<file path="src/rtl/qbert_move_ctrl.sv">
// Q*bert jump sequencer: issues one jump at a time to the sprite layer, waits for the
// layer's done_move handshake, then commits the move and updates visited, lives and win state.
module qbert_move_ctrl #(
    parameter int          N_ROWS  = 7,
    parameter int          N_CUBE  = 28,
    parameter int          LIVES   = 3,
    parameter logic [31:0] TIMEOUT = 32'd50_000_000
) (
    input  logic        clk,
    input  logic        reset,
    input  logic        e_start,
    input  logic        dir_valid,
    input  logic [2:0]  dir,
    output logic        dir_ready,
    input  logic        done_move,
    input  logic [2:0]  state_qb,
    output logic [2:0]  e_jump_qb,
    output logic [27:0] position_qb,
    output logic [27:0] e_next_qb,
    output logic        e_bad_jump,
    output logic        e_win_qb,
    output logic [27:0] visited,
    output logic [4:0]  visited_cnt,
    output logic [1:0]  lives,
    output logic        game_over,
    output logic        timeout_err,
    output logic [2:0]  ctrl_state
);

    typedef enum logic [2:0] {
        S_WAIT_START = 3'd0,
        S_READY      = 3'd1,
        S_WAIT_LOW   = 3'd2,
        S_WAIT_HIGH  = 3'd3,
        S_KO_WAIT    = 3'd4,
        S_WIN        = 3'd5,
        S_GAME_OVER  = 3'd6
    } state_t;

    localparam logic [2:0] LAST_ROW = 3'(N_ROWS - 1);
    localparam logic [2:0] QB_IDLE  = 3'b010;
    localparam logic [2:0] QB_KO    = 3'b100;

    state_t      state_q;
    logic [2:0]  r_q, c_q, tr_q, tc_q;
    logic [27:0] pos_q, next_q, vis_q;
    logic [4:0]  cnt_q;
    logic [1:0]  lives_q;
    logic [2:0]  jump_q;
    logic        bad_q, win_q, to_q;
    logic [31:0] wd_q;

    logic [2:0]  tgt_r, tgt_c;
    logic        tgt_off;
    logic [4:0]  tgt_idx;
    logic [27:0] tgt_onehot;
    logic        dir_legal, is_wait, advance, wd_expire;

    // Linear cube index: rows above contribute a triangular number of cubes.
    function automatic logic [4:0] cube_idx(input logic [2:0] row, input logic [2:0] col);
        logic [5:0] tri2;
        tri2 = {3'b000, row} * ({3'b000, row} + 6'd1);
        return tri2[5:1] + {2'b00, col};
    endfunction

    always_comb begin
        tgt_r   = r_q;
        tgt_c   = c_q;
        tgt_off = 1'b0;
        case (dir)
            3'd1: begin
                tgt_r   = r_q + 3'd1;
                tgt_c   = c_q + 3'd1;
                tgt_off = (r_q == LAST_ROW);
            end
            3'd2: begin
                tgt_r   = r_q + 3'd1;
                tgt_off = (r_q == LAST_ROW);
            end
            3'd3: begin
                if (r_q != 3'd0 && c_q < r_q) tgt_r = r_q - 3'd1;
                else                         tgt_off = 1'b1;
            end
            3'd4: begin
                if (r_q != 3'd0 && c_q != 3'd0) begin
                    tgt_r = r_q - 3'd1;
                    tgt_c = c_q - 3'd1;
                end else begin
                    tgt_off = 1'b1;
                end
            end
            default: tgt_off = 1'b1;
        endcase
    end

    assign tgt_idx    = cube_idx(tgt_r, tgt_c);
    assign tgt_onehot = tgt_off ? 28'd0 : (28'd1 << tgt_idx);
    assign dir_legal  = (dir >= 3'd1) && (dir <= 3'd4);

    always_comb begin
        advance = 1'b0;
        case (state_q)
            S_WAIT_START: advance = (state_qb == QB_IDLE);
            S_WAIT_LOW:   advance = !done_move;
            S_WAIT_HIGH:  advance = done_move;
            S_KO_WAIT:    advance = (state_qb == QB_KO);
            default:      advance = 1'b0;
        endcase
    end

    assign is_wait   = (state_q == S_WAIT_START) || (state_q == S_WAIT_LOW) ||
                       (state_q == S_WAIT_HIGH)  || (state_q == S_KO_WAIT);
    assign wd_expire = (wd_q == TIMEOUT - 32'd1);

    always_ff @(posedge clk) begin
        if (reset || e_start) begin
            state_q <= S_WAIT_START;
            r_q     <= 3'd0;
            c_q     <= 3'd0;
            tr_q    <= 3'd0;
            tc_q    <= 3'd0;
            pos_q   <= 28'h1;
            next_q  <= 28'h1;
            vis_q   <= 28'h1;
            cnt_q   <= 5'd1;
            lives_q <= 2'(LIVES);
            jump_q  <= 3'd0;
            bad_q   <= 1'b0;
            win_q   <= 1'b0;
            wd_q    <= 32'd0;
            if (reset) to_q <= 1'b0;
        end else if (is_wait && !advance && wd_expire) begin
            // Layer stopped responding: abandon the jump but keep the position.
            to_q    <= 1'b1;
            jump_q  <= 3'd0;
            bad_q   <= 1'b0;
            wd_q    <= 32'd0;
            state_q <= S_WAIT_START;
        end else begin
            wd_q <= is_wait ? wd_q + 32'd1 : 32'd0;
            case (state_q)
                S_WAIT_START: if (advance) begin
                    state_q <= S_READY;
                    wd_q    <= 32'd0;
                end
                S_READY: if (dir_valid && dir_legal) begin
                    jump_q  <= dir;
                    next_q  <= tgt_onehot;
                    bad_q   <= tgt_off;
                    win_q   <= !tgt_off && !vis_q[tgt_idx] && (cnt_q + 5'd1 == 5'(N_CUBE));
                    tr_q    <= tgt_r;
                    tc_q    <= tgt_c;
                    state_q <= S_WAIT_LOW;
                end
                S_WAIT_LOW: if (advance) begin
                    state_q <= S_WAIT_HIGH;
                    wd_q    <= 32'd0;
                end
                S_WAIT_HIGH: if (advance) begin
                    jump_q <= 3'd0;
                    wd_q   <= 32'd0;
                    if (!bad_q) begin
                        r_q   <= tr_q;
                        c_q   <= tc_q;
                        pos_q <= next_q;
                        vis_q <= vis_q | next_q;
                        if ((vis_q & next_q) == 28'd0 && cnt_q != 5'(N_CUBE))
                            cnt_q <= cnt_q + 5'd1;
                        state_q <= win_q ? S_WIN : S_READY;
                    end else begin
                        lives_q <= (lives_q == 2'd0) ? 2'd0 : lives_q - 2'd1;
                        r_q     <= 3'd0;
                        c_q     <= 3'd0;
                        pos_q   <= 28'h1;
                        next_q  <= 28'h1;
                        state_q <= (lives_q <= 2'd1) ? S_GAME_OVER : S_KO_WAIT;
                    end
                end
                S_KO_WAIT: if (advance) begin
                    bad_q   <= 1'b0;
                    wd_q    <= 32'd0;
                    state_q <= S_WAIT_START;
                end
                default: ;
            endcase
        end
    end

    assign dir_ready   = (state_q == S_READY);
    assign game_over   = (state_q == S_GAME_OVER);
    assign e_jump_qb   = jump_q;
    assign position_qb = pos_q;
    assign e_next_qb   = next_q;
    assign e_bad_jump  = bad_q;
    assign e_win_qb    = win_q;
    assign visited     = vis_q;
    assign visited_cnt = cnt_q;
    assign lives       = lives_q;
    assign timeout_err = to_q;
    assign ctrl_state  = state_q;

endmodule

</file>
<file path="config.mk">
export PLATFORM = sky130hd
export DESIGN_NAME = qbert_move_ctrl
export DESIGN_NICKNAME = d
export VERILOG_FILES = /design/src/rtl/qbert_move_ctrl.sv
export SDC_FILE = /design/constraint.sdc
export NUM_CORES = 1
export LEC_CHECK = 0
export ABC_CLOCK_PERIOD_IN_PS = 8000
export CELL_PAD_IN_SITES_DETAIL_PLACEMENT = 1
export CELL_PAD_IN_SITES_GLOBAL_PLACEMENT = 2
export CORE_MARGIN = 1
export CORE_UTILIZATION = 32
export DETAILED_ROUTE_END_ITERATION = 7
export GPL_TIMING_DRIVEN = 1
export HOLD_SLACK_MARGIN = 0.06
export MAX_ROUTING_LAYER = met4
export PLACE_DENSITY = 0.86
export SKIP_LAST_GASP = 1
export SYNTH_ARGS = -nofsm -noshare
export SYNTH_HDL_FRONTEND = slang
export SYNTH_SLANG_ARGS = --single-unit
</file>
<file path="constraint.sdc">
create_clock -name clk -period 8 [get_ports clk]
set_input_delay 1.6 -clock clk [delete_from_list [all_inputs] [get_ports clk]]
set_output_delay 1.6 -clock clk [all_outputs]
set_load 0.005 [all_outputs]
</file>
==> results_dict.tcl, run 1 <==
set metrics [dict create \
    status "completed" \
    crit_type "primary input to flop" \
    crit_top_cell "ha_1" \
    power.density_nw_per_um2 188 \
    crit_required_ps 8340 \
    max_cap_violations 0 \
    drt_iter0_drc 323 \
    die_x_um 145 \
    maxSlewViolCount 0 \
    track_usage_pct 20.4 \
    vias 5790 \
    syn_to_final_growth_pct 30.5 \
    path_delay_family "adder cells" \
    crit_buf_inv 3 \
    core_area_um2 19800 \
    peakVddDrop_mv 0.138 \
    grt_pass1_vias 5817 \
    gp_congestion 0.808 \
    r2r-end "e_win_qb$_SDFFE_PN0P_" \
    clk_pin_slew_worst_paths_ps 70 \
    internal-power_mw 1.21 \
    netlist_instances 739 \
    rsz0062_at_grt "no" \
    r2r_slack_ps 2290 \
    drt-pass1-iter-count 5 \
    hp-class "flop to flop" \
    wire_per_inst_um 18.3 \
    comb_power_share_pct 3.3 \
    ctsHoldBuffers 0 \
    htree_levels 4 \
    endpoint_kind "flop" \
    ys.flop_type "dfxtp_1" \
    max_freq_mhz 147 \
    fin_nets 883 \
    rows 51 \
    post_cts_buffers 0 \
    initial_utilization_pct 33.1 \
    die_h_um 145 \
    startpoint "dir[0]" \
    power_frac_clock_pct 52.0 \
    cts_tree "done" \
    synth-seq-area-share_pct 44.2 \
    yosys.area.top_type "dfxtp_1" \
    grt_first_pass_wirelength_um 32900 \
    final_cells 1122 \
    antenna_left 0 \
    worstHoldStart "tc_q[1]$_SDFFE_PN0P_" \
    place_area_um2 7930 \
    port_buffers 112 \
    finalHoldViolCount 0 \
    seq_power_share_pct 44.7 \
    fin_setup_tns_ps 0 \
    crit_slowest_cell "clkdlybuf4s50_1" \
    cp_max_fo 10 \
    antenna_found_initial 0 \
    max_slew.worst_pin.slew_ps 1130 \
    num_antenna_cells 0 \
    dp.cells 1090 \
    ys_types 64 \
    max_stage_delay_ps 760 \
    cts_buffers 17 \
    crit_chain "clkdlybuf4s50_1 > nand2b_1 > nor3_2 > a211oi_2 > xnor2_1 > inv_1 > ha_1 > inv_1 > ha_1 > nor2_1 > fa_1 > ha_1 > fa_1 > ha_1 > nor2b_1 > o21ai_0 > xor2_1 > xnor2_1 > xnor2_4 > mux2_4 > o31ai_2" \
    fin_total_pwr_mw 1.61 \
    setup_viol_count_final 0 \
    drive_gt1_share_pct 7.82 \
    post_cts_resized 0 \
    netlist.area_leader.share_pct 43.7 \
    cts-root-buf "clkbuf_16" \
    maxSlewHeadroom_pct 24.7 \
    cts_sinks 144 \
    worstPathArrival_ps 7150 \
    overflow 0 \
    finalCritPeriodShare_pct 85.1 \
    hold_path_depth 2 \
    final_util_pct 43.2 \
    vias_per_cell 5.16 \
    finClkSkew_ps 10.9 \
    reg2reg_from "r_q[1]$_SDFFE_PN0P_" \
    boundaryPins 113 \
    die_area_um2 21000 \
    rr_worst_depth 23 \
    dp_hpwl_um 14500 \
    async_flop_share_pct 0 \
    worst_skew_pair.late_latency_ps 420 \
    drcViolationCount 0 \
    leakagePower_nw 2.94 \
    syn_area_per_cell_um2 8.86 \
    holdPathEnd "tc_q[1]$_SDFFE_PN0P_" \
    yosysWarnings 0 \
    layout_min_cycle_time_ps 6810 \
    synth_area_leaders "dfxtp_1, nor2_1, ha_1" \
    power_switching_share_pct 24.5 \
    cts.path.max_buffers 2 \
    setup.worst_path.start_class "primary input" \
    final_cell_area_um2 8540 \
    grt_max_degree 59 \
    synth_edf_count 1 \
    totalWireLength_um 20500 \
    synthesis.area_um2 6550 \
    ys_ff_latch 144 \
    syn-num-nets 778 \
    p_switching_mw 0.395 \
]
## cell families (layout without fill, tap and decap cells)
kind of cell	after synthesis	count (layout)	share of synthesized area [%]
AO/OA/AOI/OAI	155	155	15.1
XOR/XNOR	46	46	6.44
adder cells (fa/ha/maj)	28	28	5.81
buffers and inverters	57	175	3.40
flip-flops	144	144	44.2
multiplexers	13	13	3.61
AND/OR/NAND/NOR	296	296	21.4
## placed cells by master (no fill, tap or decap), types with 17 or more instances in the layout
master and count:
nor2_1 125, a22oi_1 27, clkdlybuf4s50_1 112, dfxtp_1 143, nand4_1 20, nand3_1 20, xor2_1 31, ha_1 24
o21ai_0 33, a21oi_1 50, inv_1 21, clkbuf_16 17, nand2_1 63
## stage by stage
| step | setup slack (ps) | hold slack, ps |
|---|---|---|
| 3_3_place_gp | 892 | 438 |
| 6_report | 1190 | 474 |
| 3_5_place_dp | 741 | 446 |
| 5_1_grt | 709 | 520 |
| 4_1_cts | 1180 | 464 |
| 2_1_floorplan | 1790 | 432 |
## final cells by class
type,count,area (um2)
Clock buffer,17,425
Clock inverter,15,189
Fill cell,2302,11200
Inverter,24,90.1
Multi-Input combinational cell,538,3440
Sequential cell,144,2890
Tap cell,265,332
Timing Repair Buffer,119,1170
## worst register-to-register path, delay by kind of cell (launching register included)
kind | cells | cell delay (ps)
XOR/XNOR | 3 | 700
AND/OR/NAND/NOR | 4 | 420
flip-flops | 1 | 430
AO/OA/AOI/OAI | 4 | 910
buffers and inverters | 3 | 340
adder cells (fa/ha/maj) | 7 | 2220
multiplexers | 2 | 620
## cells in the mapped netlist, types with 3 or more instances
| cell type | number |
|---|---|
| nor4_1 | 6 |
| mux4_2 | 8 |
| a31oi_1 | 5 |
| nor3_1 | 6 |
| nand3_1 | 20 |
| or3_1 | 3 |
| nor2b_1 | 6 |
| xnor2_1 | 14 |
| o21ai_0 | 33 |
| and3_1 | 5 |
| a211oi_1 | 3 |
| buf_2 | 4 |
| clkbuf_1 | 26 |
| ha_1 | 24 |
| a22oi_1 | 27 |
| and2_1 | 4 |
| fa_1 | 4 |
| nor3_2 | 3 |
| nand3b_1 | 5 |
| nor3b_1 | 7 |
| a21oi_1 | 50 |
| and4_1 | 3 |
| nor2_1 | 127 |
| a221oi_1 | 7 |
| nand2b_1 | 8 |
| mux2i_1 | 3 |
| dfxtp_1 | 143 |
| nand2_1 | 63 |
| o21ai_1 | 4 |
| nand4_1 | 20 |
| or2_1 | 3 |
| xor2_1 | 31 |
| inv_1 | 21 |
| a22o_1 | 7 |
## sequential cells by signal, indices dropped and copies added (netlist names), 3 cells and up
| register | flops |
|---|---|
| e_jump_qb | 3 |
| c_q | 3 |
| r_q | 3 |
| wd_q | 32 |
| ctrl_state | 3 |
| tr_q | 3 |
| position_qb | 28 |
| e_next_qb | 28 |
| tc_q | 3 |
| visited_cnt | 5 |
| visited | 28 |
## worst max path at each step
stage                            endpoint  depth (start not counted)  slack [ps]
floorplan           e_win_qb$_SDFFE_PN0P_                         19        1790
global placement    e_win_qb$_SDFFE_PN0P_                         21         890
detailed placement  e_win_qb$_SDFFE_PN0P_                         21         740
CTS                 e_win_qb$_SDFFE_PN0P_                         21        1180
global route        e_win_qb$_SDFFE_PN0P_                         21         710
finish              e_win_qb$_SDFFE_PN0P_                         21        1190
## power by group through the flow
stage	clock [mW]	combinational [mW]	sequential (mW)
4_1_cts	0.852	0.0538	0.720
2_1_floorplan	0	0.0361	0.736
6_report	0.836	0.0531	0.720
3_3_place_gp	0	0.0529	0.736
3_5_place_dp	0	0.0536	0.736
5_1_grt	0.886	0.0587	0.720
## layer usage
metal / up-vias / GRT usage (%) / wire length [um]
li1: 2798 / - / -
met1: 2876 / 26.9 / 9920
met2: 102 / 32.1 / 9610
met3: 14 / 4.06 / 779
met4: 0 / 4.95 / 168
met5: - / - / 0
(Power assumes the default switching activity.)
==> run 2, diff against run 1 <==
- CELL_PAD_IN_SITES_DETAIL_PLACEMENT: 1 -> default
- CELL_PAD_IN_SITES_GLOBAL_PLACEMENT: 2 -> default
- CORE_UTILIZATION: 32 -> 53
==> results_dict.tcl, run 2 (synthesis gave the netlist of run 1 again) <==
set metrics [dict create \
    antenna_found_initial 0 \
    final_cell_mix "dfxtp_1, nor2_1, clkdlybuf4s50_1" \
    drt-pass1-iter-count 5 \
    cp_max_fo 13 \
    endpoint_kind "flop" \
    finalHoldViolCount 0 \
    grt_pass1_vias 5531 \
    totalWireLength_um 17500 \
    whs_ps 454 \
    drcViolationCount 0 \
    cts.path.max_buffers 2 \
    fin_nets 881 \
    clk_pin_slew_worst_paths_ps 60 \
    max_freq_mhz 145 \
    wl_met2_um 8240 \
    track_usage_pct 29.1 \
    antenna_left 0 \
    hp-class "flop to flop" \
    maxSlewHeadroom_pct 28.3 \
    r2r_slack_ps 2200 \
    finalCritPeriodShare_pct 86.2 \
    layout_min_cycle_time_ps 6900 \
    post_cts_buffers 0 \
    vias 5957 \
    vias_per_cell 5.95 \
    ctsHoldBuffers 0 \
    htree_levels 4 \
    rsz0062_at_grt "no" \
    boundaryPins 113 \
    p_switching_mw 0.354 \
    overflow 0 \
    cts_tree "done" \
    worst_skew_pair.late_latency_ps 430 \
    setup.worst_path.start_class "primary input" \
    port_buffers 112 \
    setup_viol_count_final 0 \
    die_x_um 113 \
    largest_reg_flops 32 \
    num_antenna_cells 0 \
    seq_power_share_pct 47.7 \
    top_layer "met4" \
    crit_required_ps 8340 \
    wl_met1_um 7310 \
    power.density_nw_per_um2 182 \
    cts_buffers 17 \
    wire_per_inst_um 17.5 \
    cts_sinks 144 \
    rows 40 \
    max_slew.worst_pin.slew_ps 1080 \
    top_register "wd_q" \
    comb_power_share_pct 3.4 \
    drive_gt1_share_pct 7.49 \
    final_util_pct 69.3 \
    gp_congestion 0.903 \
    fin_setup_tns_ps 0 \
    met3_length_um 1340 \
    core_area_um2 12000 \
    dp_hpwl_um 11900 \
    drt_iter0_drc 659 \
    power_switching_share_pct 23.5 \
    status "completed" \
    finClkSkew_ps 11.1 \
    layout_commonest_cell "dfxtp_1" \
    crit_type "primary input to flop" \
    die_h_um 113 \
    internal-power_mw 1.16 \
    grt_max_degree 77 \
    maxSlewViolCount 0 \
    max_cap_violations 0 \
    syn_to_final_growth_pct 27.1 \
    peakVddDrop_mv 0.136 \
    leakagePower_nw 2.90 \
    grt_first_pass_wirelength_um 28200 \
    initial_utilization_pct 54.5 \
    cts-root-buf "clkbuf_16" \
    worstPathArrival_ps 7240 \
    power_frac_clock_pct 48.9 \
    die_area_um2 12800 \
    post_cts_resized 0 \
]
[run 2: final cells by class]
cell class	instances	area (um2)
Clock buffer	19	453
Multi-Input combinational cell	538	3440
Inverter	24	90.1
Sequential cell	144	2890
Timing Repair Buffer	117	1160
Fill cell	921	3690
Clock inverter	13	103
Tap cell	147	184
[run 2: worst max-delay path, cell delays in order]
cell and delay, ps:
clkdlybuf4s50_1 620, nand2b_1 300, nor3_2 230, a211oi_2 150, xnor2_1 410, inv_1 150
ha_1 230, inv_1 50, ha_1 220, nor2_1 180, fa_1 460, ha_1 240
fa_1 460, ha_1 330, nor2b_1 140, o21ai_0 190, xor2_1 110, xnor2_1 390
xnor2_4 210, mux2_4 340, o31ai_2 220
[run 2: metal layers]
metal,vias up,GRT usage (%)
met5,-,-
met4,0,15.1
met3,51,6.53
met2,247,44.7
met1,2856,36.0
li1,2803,-
[run 2: power by group through the flow]
stage | combinational [mW] | sequential, mW | clock (mW)
floorplan | 0.0361 | 0.736 | 0
global placement | 0.0506 | 0.736 | 0
global route | 0.0563 | 0.720 | 0.777
CTS | 0.0513 | 0.720 | 0.750
detailed placement | 0.0513 | 0.736 | 0
finish | 0.0519 | 0.720 | 0.738
[run 2: final timing paths]
check	start	end	depth (start not counted)
max reg2reg	r_q[1]$_SDFFE_PN0P_	e_win_qb$_SDFFE_PN0P_	22
max	dir[2]	e_win_qb$_SDFFE_PN0P_	21
min	tc_q[1]$_SDFFE_PN0P_	tc_q[1]$_SDFFE_PN0P_	2
min reg2reg	tc_q[1]$_SDFFE_PN0P_	tc_q[1]$_SDFFE_PN0P_	2
[run 2: through the flow]
step	setup slack, ps	instance area, um2	instances	power (mW)
global route	697	8320	1002	1.55
detailed placement	751	7760	970	0.788
finish	1100	8320	1002	1.51
CTS	1170	8320	1002	1.52
floorplan	1790	6550	739	0.772
global placement	954	7760	970	0.787
==> run 3, diff against run 2 <==
- ABC_CLOCK_PERIOD_IN_PS: 8000 -> 5850
- CORE_UTILIZATION: 53 -> 48
- PLACE_DENSITY: 0.86 -> 0.82
- clock period: 8 -> 5.85 ns (I/O delays scaled with it)
==> results_dict.tcl, run 3 (synthesis gave the netlist of run 1 again) <==
set metrics [dict create \
    rsz0062_at_grt "no" \
    max_freq_mhz 181 \
    cts-root-buf "clkbuf_16" \
    vias 6092 \
    rows 42 \
    crit_type "primary input to flop" \
    cts_tree "done" \
    syn_to_final_growth_pct 32.5 \
    status "completed" \
    endpoint_kind "flop" \
    ctsHoldBuffers 0 \
    crit_required_ps 6190 \
    power.density_nw_per_um2 252 \
    hp-class "flop to flop" \
    track_usage_pct 26.6 \
    r2r_slack_ps 480 \
    setup_ws_ps 325 \
    seq_area_um2 2890 \
    finClkSkew_ps 10.4 \
    antenna_left 0 \
    antenna_found_initial 0 \
    cts_sinks 144 \
    layout_commonest_cell "dfxtp_1" \
    worstPathArrival_ps 5860 \
    initial_utilization_pct 49.2 \
    finalCritPeriodShare_pct 94.4 \
    totalWireLength_um 17800 \
    clk_pin_slew_worst_paths_ps 60 \
    setup.worst_path.start_class "primary input" \
    num_antenna_cells 0 \
    max_cap_violations 0 \
    die_area_um2 14100 \
    final_cell_mix "dfxtp_1, nor2_1, clkdlybuf4s50_1" \
    gp_congestion 0.914 \
    vias_per_cell 5.74 \
    boundaryPins 113 \
    core_area_um2 13300 \
    setup_viol_count_final 0 \
    power_frac_clock_pct 51.2 \
    port_buffers 112 \
    peakVddDrop_mv 0.196 \
    grt_pass1_vias 5809 \
    htree_levels 4 \
    finalHoldViolCount 0 \
    drt-pass1-iter-count 5 \
    fillers 1074 \
    cts.path.max_buffers 2 \
    drcViolationCount 0 \
    grt_first_pass_wirelength_um 29000 \
    dp_hpwl_um 12400 \
    cp_max_fo 6 \
    grt_max_degree 76 \
    die_h_um 119 \
    multi_input_area_um2 3460 \
    overflow 0 \
    worst_skew_pair.late_latency_ps 420 \
    cts_buffers 17 \
    maxSlewHeadroom_pct 30.3 \
    layout_min_cycle_time_ps 5520 \
    p_switching_mw 0.491 \
    power_switching_share_pct 22.5 \
    max_slew.worst_pin.slew_ps 1050 \
    maxSlewViolCount 0 \
    internal-power_mw 1.69 \
    fin_total_pwr_mw 2.19 \
    largest_reg_flops 32 \
    die_x_um 119 \
    leakagePower_nw 3.10 \
    fin_nets 912 \
    post_cts_buffers 0 \
    top_register "wd_q" \
    drive_gt1_share_pct 11.1 \
    drt_iter0_drc 537 \
    seq_power_share_pct 45.1 \
    comb_power_share_pct 3.7 \
    post-place-ws_ps -396 \
    wire_per_inst_um 16.8 \
]
==> run 3: critical path, cell delays in order <==
cell            delay (ps)
dlymetal6s2s_1         150
buf_4                  140
nand2b_1                90
nor4_4                 360
a211oi_2               100
xnor2_1                200
inv_1                   80
ha_1                   200
inv_1                   60
ha_1                   230
nor2_1                 140
fa_1                   440
ha_1                   250
fa_1                   440
ha_1                   300
buf_4                  150
xor2_1                 190
buf_4                  180
nor4_1                 340
nand2_1                170
or2_1                  280
o21ai_0                180
==> run 3: final cells by class <==
cell class,instances,share of cell area (%)
sequential,144,33.4
inverter,24,1.04
multi-input combinational,538,39.9
clock buffer,17,4.91
timing repair buffer,148,16.1
tap,176,2.54
clock inverter,15,2.12
==> run 3: power by group through the flow <==
stage | Combinational [mW] | Sequential [mW] | Clock [mW]
after detailed placement | 0.0799 | 1.01 | 0
after global placement | 0.0791 | 1.01 | 0
final | 0.0812 | 0.985 | 1.12
after global routing | 0.0886 | 0.985 | 1.17
after CTS | 0.0805 | 0.985 | 1.12
after floorplan | 0.0494 | 1.01 | 0
==> run 3: final timing paths <==
path	startpoint	endpoint	cells past startpoint
worst max register to register	r_q[2]$_SDFFE_PN0P_	e_next_qb[22]$_SDFFE_PN0P_	22
worst min register to register	wd_q[0]$_SDFF_PP0_	wd_q[0]$_SDFF_PP0_	1
worst max-delay path	dir[2]	e_next_qb[22]$_SDFFE_PN0P_	22
worst min-delay path	wd_q[0]$_SDFF_PP0_	wd_q[0]$_SDFF_PP0_	1
==> run 3: what timing repair did <==
action                     4_1_cts  5_1_grt
setup endpoints to repair        4       29
gates resized for setup          1       13
pin swaps                        0       10
==> run 3: routing by layer <==
metal	global-route usage (%)	up-vias	share of wire [%]
li1	-	2872	-
met1	32.9	2965	42
met2	43.3	225	49
met3	4.97	30	6.5
met4	9.57	0	2.0
met5	-	-	0
==> run 3: through the flow <==
| step | instance area (um2) | utilization [%] | hold slack, ps | TNS (ps) | std cells |
|---|---|---|---|---|---|
| after detailed placement | 8030 | 60.4 | 469 | -9080 | 1030 |
| after global routing | 8670 | 65.2 | 510 | 0 | 1062 |
| after global placement | 8030 | 60.4 | 441 | -6630 | 1030 |
| final | 8670 | 65.2 | 477 | 0 | 1062 |
| after floorplan | 6550 | - | 432 | 0 | 739 |
| after CTS | 8650 | 65.1 | 482 | 0 | 1062 |
